<file path="src/rtl/systolic_pkg.sv">
// Shared types and defaults for the systolic readout collector.
package systolic_pkg;

    // Collector sequencing states.
    typedef enum logic [1:0] {
        IDLE    = 2'd0,
        ARM     = 2'd1,
        CAPTURE = 2'd2,
        DRAIN   = 2'd3
    } state_e;

    // Default geometry of the 8x8 accumulator array readout.
    localparam int DEF_ROWS  = 8;
    localparam int DEF_WIDTH = 8;
    localparam int DEF_LAT   = 1;

    // Width of an index able to hold 0..n-1. Never narrower than one bit.
    function automatic int idx_w(input int n);
        return (n > 1) ? $clog2(n) : 1;
    endfunction

endpackage

</file>
<file path="src/rtl/result_buffer.sv">
// ROWS x WIDTH register file: one write port, one asynchronous read port.
module result_buffer
    import systolic_pkg::*;
#(
    parameter int ROWS  = DEF_ROWS,
    parameter int WIDTH = DEF_WIDTH
) (
    input  logic                     clk,
    input  logic                     we_i,
    input  logic [idx_w(ROWS)-1:0]   waddr_i,
    input  logic [WIDTH-1:0]         wdata_i,
    input  logic [idx_w(ROWS)-1:0]   raddr_i,
    output logic [WIDTH-1:0]         rdata_o
);

    logic [WIDTH-1:0] mem_q [ROWS];

    // Store one captured result byte per write strobe.
    // NOTE: storage has no reset; every entry is rewritten during CAPTURE
    // before it can be read, and the top masks rd_data outside DRAIN.
    always_ff @(posedge clk) begin
        if (we_i) begin
            mem_q[waddr_i] <= wdata_i;
        end
    end

    // Read the entry currently selected by the drain index.
    always_comb begin
        rdata_o = mem_q[raddr_i];
    end

endmodule

</file>
<file path="src/rtl/systolic_readout_collector.sv">
// Drives the array readout line, captures ROWS shifted-out result bytes
// and serves them to a consumer over a valid/ready stream.
module systolic_readout_collector
    import systolic_pkg::*;
#(
    parameter int ROWS  = DEF_ROWS,
    parameter int WIDTH = DEF_WIDTH,
    parameter int LAT   = DEF_LAT
) (
    input  logic                     clk,
    input  logic                     reset,
    input  logic                     start,
    output logic                     readout,
    input  logic [WIDTH-1:0]         array_data,
    output logic                     rd_valid,
    input  logic                     rd_ready,
    output logic [WIDTH-1:0]         rd_data,
    output logic [idx_w(ROWS)-1:0]   rd_index,
    output logic                     busy,
    output logic                     done,
    output logic                     start_err
);

    localparam int IW = idx_w(ROWS);
    localparam int WW = idx_w(LAT + 1);

    localparam logic [WW-1:0] WAIT_LAST = WW'(LAT - 1);
    localparam logic [IW-1:0] IDX_LAST  = IW'(ROWS - 1);

    state_e          state_q, state_d;
    logic [WW-1:0]   wait_q, wait_d;
    logic [IW-1:0]   cap_q, cap_d;
    logic [IW-1:0]   rdi_q, rdi_d;
    logic            readout_q, readout_d;
    logic            done_q, done_d;
    logic            err_q, err_d;
    logic            buf_we;
    logic [WIDTH-1:0] buf_rdata;

    result_buffer #(
        .ROWS  (ROWS),
        .WIDTH (WIDTH)
    ) u_buf (
        .clk     (clk),
        .we_i    (buf_we),
        .waddr_i (cap_q),
        .wdata_i (array_data),
        .raddr_i (rdi_q),
        .rdata_o (buf_rdata)
    );

    // Next-state logic: sequencing, counters, readout line and status flags.
    // NOTE: every signal gets its hold/idle value first, so no path through
    // the case statement can leave one unassigned and infer a latch.
    always_comb begin
        state_d   = state_q;
        wait_d    = wait_q;
        cap_d     = cap_q;
        rdi_d     = rdi_q;
        readout_d = readout_q;
        done_d    = 1'b0;
        err_d     = err_q;
        buf_we    = 1'b0;

        // A request that arrives while a sequence is running is only flagged.
        if (start && (state_q != IDLE)) begin
            err_d = 1'b1;
        end

        case (state_q)
            IDLE: begin
                if (start) begin
                    state_d   = ARM;
                    readout_d = 1'b1;
                    wait_d    = '0;
                    cap_d     = '0;
                    err_d     = 1'b0;
                end
            end
            ARM: begin
                // Cover the array's pipeline delay before the first byte lands.
                if (wait_q == WAIT_LAST) begin
                    state_d = CAPTURE;
                end else begin
                    wait_d = wait_q + 1'b1;
                end
            end
            CAPTURE: begin
                buf_we = 1'b1;
                if (cap_q == IDX_LAST) begin
                    state_d   = DRAIN;
                    readout_d = 1'b0;
                    rdi_d     = '0;
                end else begin
                    cap_d = cap_q + 1'b1;
                end
            end
            DRAIN: begin
                if (rd_ready) begin
                    if (rdi_q == IDX_LAST) begin
                        state_d = IDLE;
                        done_d  = 1'b1;
                        rdi_d   = '0;
                    end else begin
                        rdi_d = rdi_q + 1'b1;
                    end
                end
            end
            default: begin
                state_d   = IDLE;
                readout_d = 1'b0;
            end
        endcase
    end

    // State register; reset drops the readout line without waiting for a clock.
    // NOTE: sequential state uses non-blocking assignments so every register
    // samples the pre-edge values computed by the combinational block.
    always_ff @(posedge clk or posedge reset) begin
        if (reset) begin
            state_q   <= IDLE;
            wait_q    <= '0;
            cap_q     <= '0;
            rdi_q     <= '0;
            readout_q <= 1'b0;
            done_q    <= 1'b0;
            err_q     <= 1'b0;
        end else begin
            state_q   <= state_d;
            wait_q    <= wait_d;
            cap_q     <= cap_d;
            rdi_q     <= rdi_d;
            readout_q <= readout_d;
            done_q    <= done_d;
            err_q     <= err_d;
        end
    end

    // Output decode; the buffer is only visible while draining.
    always_comb begin
        rd_valid  = (state_q == DRAIN);
        rd_data   = rd_valid ? buf_rdata : '0;
        rd_index  = rdi_q;
        busy      = (state_q != IDLE);
        readout   = readout_q;
        done      = done_q;
        start_err = err_q;
    end

endmodule
</file>
<file path="config.mk">
export PLATFORM = sky130hd
export DESIGN_NAME = systolic_readout_collector
export DESIGN_NICKNAME = d
export VERILOG_FILES = /design/src/rtl/systolic_pkg.sv /design/src/rtl/result_buffer.sv /design/src/rtl/systolic_readout_collector.sv
export SDC_FILE = /design/constraint.sdc
export NUM_CORES = 1
export LEC_CHECK = 0
export BUFFER_PORTS_ARGS = -buffer_cell sky130_fd_sc_hd__buf_4
export CORE_ASPECT_RATIO = 0.5
export CORE_MARGIN = 5
export CORE_UTILIZATION = 60
export DETAILED_ROUTE_END_ITERATION = 6
export GPL_ROUTABILITY_DRIVEN = 0
export HOLD_SLACK_MARGIN = 0.12
export PLACE_DENSITY = 0.86
export SYNTH_ARGS = -nofsm -noshare
export SYNTH_HDL_FRONTEND = slang
export SYNTH_SLANG_ARGS = --single-unit
</file>
<file path="constraint.sdc">
create_clock -name clk -period 5.24 [get_ports clk]
set_input_delay 0.786 -clock clk [delete_from_list [all_inputs] [get_ports clk]]
set_output_delay 0.786 -clock clk [all_outputs]
set_load 0.02 [all_outputs]
</file>
Word-level counts from Yosys, hierarchy flattened. Memory sizes are Yosys's and may differ from the RTL's. Index checks and enable logic that the tools add are counted.

Memories kept: 1. Bits in registers: 12. RAM bits: 64.

Memory list: u_buf.mem_q (words 8, width 8, rd ports 1, clocked after Yosys merged registers in 0, write ports 1, RTL line result_buffer.sv:16) `logic [WIDTH-1:0] mem_q [ROWS];`.

Reductions and logical operators: 11. Equal/unequal tests: 11. Add/subtract/negate cells: 3. Mux-type cells: 29.

Operator list (count): 3-bit two-way mux (5); 1-bit two-way mux (13); 3-bit one-hot mux with 2 select lines (2); 2-bit two-way mux (5); 3-bit AND reduction (3); 8-bit two-way mux (1); 2-bit != test (second input constant) (4); 2-bit one-hot mux with 4 select lines (1); 2-bit nonzero test (4); 3-bit by 1-bit adder with 3-bit output (second input constant) (2); 3-bit == test (second input constant) (2); 5-bit AND reduction (1); 2-bit == test (second input constant) (2); 2-bit by 1-bit != test with 1-bit output (second input constant) (2); 1-bit one-hot mux with 2 select lines (2); 2-bit by 1-bit == test with 1-bit output (second input constant) (1); 2-bit logical NOT (1); 2-bit AND reduction (1); 1-bit adder (second input constant) (1); 1-bit logical AND (1).

Longest topological paths before layout. Gate-level depths: netlist of the first run.

Depth in word-level cells: 5. Gate-level depth with buffers: 6. Gate-level depth less buffers: 5.

Hierarchy. From an unflattened synthesis of the first run, not the netlist that was laid out.

Cells, all modules: 178. Area, all modules: 3293.2 sq um.

Modules (own cells, without submodules): result_buffer (instances 1, sequential area each 1921.8 sq um, cells each 106, area an instance 2531.2 sq um); systolic_readout_collector (instances 1, sequential area each 275.3 sq um, cells each 72, area an instance 762.0 sq um).

Least setup slack after synthesis of the first run. Ideal clock, no wire load.

Path type: flip-flop to output port. Start: register rdi_q[0], in the netlist rd_index[0]. End: output port rd_data[0]. Required time: 4.454 ns. Buffers on the path: 1. Stages on the path, launching flop included: 4. Slack: 2.983 ns. Data arrival time: 1.471 ns. Cell sequence: dfrtp_1 -> buf_6 -> mux4_2 -> o211a_1.

Longest elaborated chain between the ends: 2.

RTL lines: start: declaration (RTL line systolic_readout_collector.sv:33) `logic [IW-1:0] rdi_q, rdi_d;`; start signal: assignment (RTL line systolic_readout_collector.sv:132) `rdi_q <= rdi_d;`; memory 8 x 8 bit; 8-bit two-way mux (RTL line systolic_readout_collector.sv:142) `rd_data = rd_valid ? buf_rdata : '0;`; end: declaration (RTL line systolic_readout_collector.sv:17) `output logic [WIDTH-1:0] rd_data,`.

Every way passes these cells.

Final worst setup path of the first run.
Start: register rdi_q[0], in the netlist rd_index[0]. End: output port rd_data[1].

The elaborated chain is that of the path after synthesis.

==> results of run 1 <==
==> sequential cells by signal, summed over array words and instances, names as in the netlist, named ones only <==
register     count
cap_q            3
done             1
rd_index         3
readout          1
state_q          2
u_buf.mem_q     64
==> area by class of cell <==
type | instances | area share (%)
clock buffers | 9 | 3.399
clock inverters | 7 | 1.613
inverters | 6 | 0.6179
multi-input cells | 99 | 25.51
flip-flops and latches | 75 | 60.28
well taps | 70 | 2.403
repair buffers | 30 | 6.179
==> cell families after synthesis <==
group / Yosys count / share of synthesized area, %
flip-flops: 75 / 68.19
AO/OA/AOI/OAI: 32 / 8.350
AND/OR/NAND/NOR: 32 / 5.670
multiplexers: 26 / 11.34
buffers and inverters: 15 / 2.951
adder cells (fa/ha/maj): 9 / 3.495
==> through the flow <==
step | std cells | instance area, um2
2_1_floorplan | 189 | 3222
3_3_place_gp | 280 | 3462
3_5_place_dp | 280 | 3462
4_1_cts | 296 | 3645
5_1_grt | 296 | 3645
6_report | 296 | 3645
==> how the worst min path moves through the flow <==
stage,start,end
2_1_floorplan,cap_q[2],cap_q[2]
3_3_place_gp,flip-flop,flip-flop
3_5_place_dp,readout,readout
4_1_cts,reset,readout
5_1_grt,reset,asynchronous set/reset pin
6_report,reset,readout
==> cells in the mapped netlist, drive strengths merged (2+ instances only) <==
| library cell | n |
|---|---|
| edfxtp | 64 |
| mux2i | 17 |
| dfrtp | 11 |
| nor2 | 11 |
| ha | 9 |
| a22oi | 8 |
| buf | 8 |
| mux4 | 8 |
| o211a | 8 |
| inv | 6 |
| nand2 | 6 |
| o21ai | 6 |
| nand2b | 5 |
| nor2b | 4 |
| a22o | 3 |
| a21oi | 2 |
| a32o | 2 |
| nor3 | 2 |
==> per-layer routing <==
layer	GRT usage, %	vias to the layer above	routed length [um]
met4	6.164	0	61
met3	7.544	6	565
met1	24.24	873	2347
met2	31.38	79	2942
li1	-	802	-
met5	0	-	0
==> cell usage in the layout (no fill, tap or decap), types with 2 or more instances in the layout <==
cell,count
a21oi_1,2
a22o_1,3
a22oi_1,8
a32o_1,2
buf_4,30
clkbuf_8,9
clkinvlp_4,4
dfrtp_1,11
edfxtp_1,64
ha_1,9
inv_1,6
inv_6,2
mux2i_1,17
mux4_2,8
nand2_1,6
nand2b_1,5
nor2_1,11
nor2b_4,3
nor3_1,2
o211a_1,8
o21ai_0,5
==> worst max-delay path: stages, from the launching register on <==
cell and delay, ns:
dfrtp_1 0.84, mux4_2 0.60, o211a_1 0.22, buf_4 0.15
==> report_power, final <==
| part | total, uW | internal, uW | switching (uW) |
|---|---|---|---|
| clock | 408 | 178 | 230 |
| combinational | 585 | 279 | 306 |
| sequential | 820 | 735 | 84.4 |
| total | 1810 | 1190 | 620 |
==> results.json, run 1 <==
{
  "async_flop_share_pct": 14.67,
  "die_w_um": 113.6,
  "die_y_um": 61.82,
  "crit_path_start": "rd_index[0]",
  "post-dp-hpwl_um": 3895,
  "r2r-end": "state_q[1]",
  "drive_gt1_share_pct": 26.99,
  "ant_nets": 0,
  "synth_fp_nets": 210,
  "max_freq_mhz": 339.0,
  "fin_crit_ns": 2.949,
  "holdWs_ns": 0.4323,
  "cts_buffer_depth": 2,
  "final_core_util_pct": 71.93,
  "reg2regPathDepth": 5,
  "firstDrtPassIters": 4,
  "synth_edf_count": 64,
  "start_kind": "flip-flop",
  "core_um2": 5067,
  "max_slew_margin_pct": 39.46,
  "grt_max_degree": 21,
  "grt_use_total_pct": 19.15,
  "synth_top_area_share_pct": 59.65,
  "r2r_setup_slack_ns": 2.96,
  "p_leak_uw": 0.001352,
  "row_count": 18,
  "cts_buffers": 9,
  "yosys.area.top_type": "edfxtp_1",
  "grt_pass1_vias": 1854,
  "worstMarginPinSlew_ns": 0.9048,
  "synth_area_leaders": "edfxtp_1 (60%), dfrtp_1 (8.5%), mux4_2 (5.6%), mux2i_1 (5.3%), ha_1 (3.5%)",
  "ir_drop_v": 0.0003514,
  "grt_overflow": 0,
  "cts_setup_buffers": 0,
  "initial_utilization_pct": 63.58,
  "power_density_nw_per_um2": 497.2,
  "diodes": 0,
  "seqCellArea_um2": 2197,
  "vias": 1760,
  "outcome": "finished, final reports clean",
  "hold_viol": 0,
  "drcViolationCount": 0,
  "via_per_inst": 5.946,
  "cts_root_buffer": "clkbuf_8",
  "grt_pass1_wl_um": 9570,
  "fillers": 315,
  "nNetsFinal": 242,
  "io_pins": 28,
  "dpl_worst_slack_ns": 2.631,
  "antenna_found_initial": 0,
  "rsz0062_at_grt": "no",
  "critPathCaptureType": "output pin",
  "cp_max_fo": 14,
  "clk-insertion-delay-late_ns": 0.36,
  "crit_arrival_ns": 2.16,
  "finalPower_uw": 1812,
  "ys_types": 32,
  "drt_iter0_markers": 141,
  "clock-skew-final_ns": 0.01404,
  "h-tree-depth": 3,
  "io_buffer_count": 27,
  "crit_type": "reg -> out",
  "avgSynthCellArea_um2": 17.05,
  "setup_slack_ns": 2.291,
  "ys_dominant_reg_cell": "edfxtp_1",
  "setup_viol": 0,
  "holdBufCountCts": 0,
  "cp.required_ns": 4.45,
  "drv_slew": 0,
  "cts.sinks": 75,
  "synth_area_um2": 3222,
  "wl_per_cell_um": 19.99,
  "drt-total-wl_um": 5917,
  "synthCells": 189,
  "clkTransAtPathRegs_ns": 0.08,
  "drv_cap": 0,
  "die-area_um2": 7024,
  "cp-endpoint": "rd_data[1]",
  "cts_resized": 0,
  "cts_tree": "done",
  "yosysSeqAreaShare_pct": 68.19,
  "area_growth_pct": 13.13,
  "min_path_type": "in -> async",
  "multi_input_area_um2": 929.6,
  "ys_warn_count": 0,
  "finalSetupTns_ns": 0,
  "synth.ff_latch_count": 75,
  "rr_startpoint": "rd_index[0]",
  "period_share_pct": 56.29
}
(Power assumes the default switching activity.)
==> run 2: changes to the inputs <==
- ABC_AREA: default -> 1
- CORE_UTILIZATION: 60 -> 59
- PLACE_DENSITY: 0.86 -> 0.85
- clock period: 5.24 -> 3 ns (I/O delays scaled with it)
==> results.json, run 2 <==
{
  "internal_power_uw": 2255,
  "rr_startpoint": "state_q[0]",
  "ir_drop_v": 0.0005639,
  "finalSetupTns_ns": 0,
  "die_w_um": 119.1,
  "top_usage_layer": "met2",
  "worstMarginPinSlew_ns": 0.8431,
  "antenna_found_initial": 0,
  "cts_buffers": 9,
  "grt.met3_usage_pct": 7.211,
  "use_met2_pct": 33.03,
  "initial_utilization_pct": 62.53,
  "die_y_um": 64.53,
  "r2r-end": "u_buf.mem_q[3][4]",
  "synthCells": 365,
  "ys_dominant_reg_cell": "edfxtp_1",
  "yosys.area.top_type": "edfxtp_1",
  "drt_iter0_markers": 249,
  "synth_top_area_share_pct": 54.78,
  "drive_gt1_share_pct": 10.89,
  "core_um2": 5610,
  "firstDrtPassIters": 5,
  "wl_per_cell_um": 16.25,
  "drv_slew": 0,
  "grt_pass1_vias": 2444,
  "h-tree-depth": 3,
  "grt_use_met1_pct": 28.29,
  "grt_overflow": 0,
  "crit_arrival_ns": 2.02,
  "max_slew_margin_pct": 43.80,
  "min_path_type": "in -> async",
  "dpl_worst_slack_ns": 0.8825,
  "grt_pass1_wl_um": 12350,
  "cts_tree": "done",
  "grt_max_degree": 36,
  "post-dp-hpwl_um": 4776,
  "combPwrFrac_pct": 27.0,
  "reg2regPathDepth": 4,
  "drt-total-wl_um": 7605,
  "cts_setup_buffers": 0,
  "finalPower_uw": 3328,
  "p_leak_uw": 0.001858,
  "cp.required_ns": 2.55,
  "fillers": 384,
  "cts_resized": 0,
  "final_cell_mix": "nand2_1 (102), inv_1 (79), edfxtp_1 (64)",
  "setup_viol": 0,
  "swShare_pct": 32.26,
  "ys_types": 15,
  "area_growth_pct": 14.23,
  "p_sw_uw": 1074,
  "clkTransAtPathRegs_ns": 0.06,
  "ys_warn_count": 0,
  "synth_area_leaders": "edfxtp_1 (55%), nand2_1 (11%), inv_1 (8.5%), dfrtp_1 (7.8%), nand3_1 (6.4%)",
  "async_flop_share_pct": 14.67,
  "cp-endpoint": "rd_data[7]",
  "p_seq_share_pct": 40.0,
  "ant_nets": 0,
  "power_density_nw_per_um2": 830.5,
  "layout_commonest_cell": "nand2_1",
  "period_share_pct": 82.28,
  "synth_common_cells": "nand2_1 (102), inv_1 (79), edfxtp_1 (64)",
  "largest_reg_flops": 64,
  "nNetsFinal": 411,
  "drcViolationCount": 0,
  "via_per_inst": 5.286,
  "hold_viol": 0,
  "row_count": 19,
  "vias": 2474,
  "crit_path_start": "rd_index[1]",
  "io_pins": 28,
  "synth_area_um2": 3508,
  "drv_cap": 0,
  "cts_buffer_depth": 2,
  "setup_slack_ns": 0.5316,
  "die-area_um2": 7682,
  "critPathCaptureType": "output pin",
  "crit_type": "reg -> out",
  "top_register": "u_buf.mem_q",
  "clock-skew-final_ns": 0.006414,
  "r2r_setup_slack_ns": 0.91,
  "rsz0062_at_grt": "no",
  "fin_crit_ns": 2.468,
  "grt_use_total_pct": 21.42,
  "io_buffer_count": 27,
  "avgSynthCellArea_um2": 9.612,
  "synth.ff_latch_count": 75,
  "holdBufCountCts": 0,
  "outcome": "finished, final reports clean",
  "cp_max_fo": 20,
  "start_kind": "flip-flop",
  "cts.sinks": 75,
  "diodes": 0,
  "clockPowerShare_pct": 33.0,
  "synth_edf_count": 64,
  "max_freq_mhz": 405.1,
  "yosysSeqAreaShare_pct": 62.62,
  "cts_root_buffer": "clkbuf_16",
  "synth_fp_nets": 386,
  "clk-insertion-delay-late_ns": 0.34,
  "synthMostInstantiatedCell": "nand2_1"
}
-- run 2: cell types whose count changed after synthesis, moves of 3 or more --
cell / before / now
o211a_1: 8 / 0
nand3_1: 0 / 45
nand2b_1: 5 / 0
nand2_1: 6 / 102
o21ai_0: 5 / 11
mux4_2: 8 / 0
nor2_1: 11 / 26
nor2b_4: 3 / 0
mux2i_1: 17 / 0
inv_1: 6 / 79
a22o_1: 3 / 0
a22oi_1: 8 / 0
-- run 2: logic make-up after synthesis --
| logic type | after synthesis | synth area share [%] |
|---|---|---|
| compound gates | 13 | 1.926 |
| fa+ha+maj | 9 | 3.210 |
| buf+inv | 95 | 12.13 |
| flops | 75 | 62.62 |
| simple gates | 173 | 20.11 |
-- run 2: through the flow --
stage	area, um2	util, %	cells	hold slack (ns)
6_report	4008	71.43	468	0.1154
3_5_place_dp	3694	65.83	452	0.4799
5_1_grt	4008	71.43	468	0.1462
3_3_place_gp	3694	65.83	452	0.4646
4_1_cts	4008	71.43	468	0.1258
2_1_floorplan	3508	-	365	0.3024
-- run 2: worst min-delay path by stage --
| stage | endpoint | start | cells after the start | slack [ns] |
|---|---|---|---|---|
| 6_report | rd_index[1] | reset | 2 | 0.12 |
| 4_1_cts | done | reset | 2 | 0.13 |
| 3_3_place_gp | done | reset | 2 | 0.46 |
| 3_5_place_dp | done | reset | 2 | 0.48 |
| 2_1_floorplan | asynchronous set/reset pin | reset | 1 | 0.30 |
| 5_1_grt | rd_index[1] | reset | 2 | 0.15 |
-- run 2: cell type report --
type,instances,area [um2],share of cell area (%)
well taps,73,91.34,2.279
multi-input cells,195,885.9,22.10
flip-flops and latches,75,2197,54.82
repair buffers,28,210.2,5.245
clock buffers,16,314.1,7.836
inverters,81,309.0,7.712
-- run 2: power by group through the flow --
stage	Combinational (uW)	Sequential, uW	Clock [uW]
final	897	1330	1100
after CTS	898	1330	1100
after floorplan	653	1340	0
after global placement	844	1340	0
after detailed placement	884	1350	0
after global routing	1010	1340	1160
-- run 2: metal layers --
layer | vias to the layer above | wire length, um
met2 | 128 | 3443
met4 | 0 | 142
met5 | - | 0
met1 | 1142 | 3265
met3 | 15 | 753
li1 | 1189 | -
-- run 2: critical path, cell delays in order, from the launching register on --
cell,delay [ns]
dfrtp_1,0.89
nand3_1,0.29
nand2_1,0.13
nor2_1,0.04
nor2_1,0.16
buf_4,0.16
==> run 3: changes to the inputs <==
- clock period: 3 -> 2.5 ns (I/O delays scaled with it)
==> results.json, run 3 (synthesized netlist as in run 2, its figures left out) <==
{
  "outcome": "finished, final reports clean",
  "nNetsFinal": 418,
  "cts_buffers": 9,
  "cts_root_buffer": "clkbuf_16",
  "largest_reg_flops": 64,
  "die_w_um": 119.1,
  "crit_type": "reg -> out",
  "setup_viol": 0,
  "diodes": 0,
  "final_cell_mix": "nand2_1 (102), inv_1 (79), edfxtp_1 (64)",
  "drv_slew": 0,
  "drt_iter0_markers": 255,
  "clkTransAtPathRegs_ns": 0.05,
  "setup_slack_ns": 0.2120,
  "grt_max_degree": 34,
  "drive_gt1_share_pct": 11.94,
  "drt-total-wl_um": 7626,
  "min_path_type": "in -> reg",
  "critPathCaptureType": "output pin",
  "cp_max_fo": 16,
  "start_kind": "flip-flop",
  "fin_crit_ns": 2.288,
  "via_per_inst": 5.318,
  "layout_commonest_cell": "nand2_1",
  "grt_use_total_pct": 21.04,
  "clock-skew-final_ns": 0.004806,
  "clk-insertion-delay-late_ns": 0.33,
  "drv_cap": 0,
  "cts_buffer_depth": 2,
  "area_growth_pct": 14.84,
  "vias": 2526,
  "wl_per_cell_um": 16.05,
  "io_pins": 28,
  "p_leak_uw": 0.001879,
  "drcViolationCount": 0,
  "grt_overflow": 0,
  "grt_pass1_wl_um": 12290,
  "grt_pass1_vias": 2503,
  "hold_viol": 0,
  "period_share_pct": 91.52,
  "ir_drop_v": 0.0006194,
  "firstDrtPassIters": 5,
  "crit_arrival_ns": 1.91,
  "core_um2": 5610,
  "cts.sinks": 75,
  "multi_input_area_um2": 885.9,
  "initial_utilization_pct": 62.53,
  "max_slew_margin_pct": 39.65,
  "fillers": 386,
  "h-tree-depth": 3,
  "dpl_worst_slack_ns": 0.3444,
  "cp.required_ns": 2.12,
  "ant_nets": 0,
  "die-area_um2": 7682,
  "antenna_found_initial": 0,
  "cts_tree": "done",
  "die_y_um": 64.53,
  "top_register": "u_buf.mem_q",
  "worstMarginPinSlew_ns": 0.9020,
  "row_count": 19,
  "finalSetupTns_ns": 0,
  "max_freq_mhz": 437.1,
  "cts_resized": 0,
  "seqCellArea_um2": 2197,
  "io_buffer_count": 27,
  "post-dp-hpwl_um": 4792,
  "power_density_nw_per_um2": 979.8,
  "rsz0062_at_grt": "no"
}
run 3: cell count changes in the layout (fill, tap and decap cells not counted), sizes merged:
cell,previous run,this run
buf,28,34
clkbuf,16,13
clkinv,0,2
bufinv,0,1
dlygate4sd3,0,1
run 3: worst paths after layout:
| kind | endpoint | cells past startpoint | slack (ns) | from |
|---|---|---|---|---|
| worst max-delay path | rd_data[2] | 6 | 0.21 | rd_index[1] |
| worst min-delay path | u_buf.mem_q[0][2] | 1 | 0.28 | array_data[2] |
| worst max register to register | u_buf.mem_q[6][5] | 4 | 0.36 | state_q[0] |
| worst min register to register | flip-flop | 2 | 0.51 | flip-flop |
| max in group asynchronous | cap_q[2] | 3 | 1.58 | reset |
| min in group asynchronous | rd_index[1] | 3 | 0.61 | reset |
run 3: what timing repair did:
action	CTS	global route
hold buffers	1	0
buffers inserted	0	0
hold endpoints to repair	11	0
run 3: metal layers:
metal / vias to the layer above / track usage, % / wire length, um
met4: 0 / 7.504 / 72
met1: 1175 / 25.62 / 3001
met2: 139 / 35.49 / 3713
li1: 1203 / - / -
met5: - / 0 / 0
met3: 9 / 7.298 / 838
run 3: stage by stage:
stage          power (uW)  hold WS (ns)  cells  utilization, %  cell area, um2
6_report             3947        0.2835    475           71.81            4029
5_1_grt              4161        0.2777    475           71.81            4029
4_1_cts              3943        0.2719    475           71.81            4029
3_5_place_dp         2714        0.4081    458           66.64            3739
3_3_place_gp         2653        0.3885    458           66.64            3739
2_1_floorplan        2389        0.2274    365               -            3508
run 3: worst max-delay path: stages (launching register included):
cell	delay, ns
dfrtp_1	0.77
inv_4	0.22
nand3_1	0.15
nand3_1	0.10
nand2_1	0.12
nor2_1	0.06
buf_4	0.16
run 3: area by class of cell:
class	instances	area share [%]
Clock buffer	13	5.963
Timing Repair Buffer	35	6.584
Inverter	81	7.671
Multi-Input combinational cell	195	21.99
Tap cell	73	2.267
Sequential cell	75	54.53
Clock inverter	3	0.9938
run 3: where the power goes:
part / switching [uW] / total [uW] / leakage (uW) / internal, uW
logic: 740 / 1120 / 0.00102 / 381
clock network: 459 / 1230 / 0.000138 / 770
registers: 96.6 / 1600 / 0.000721 / 1500
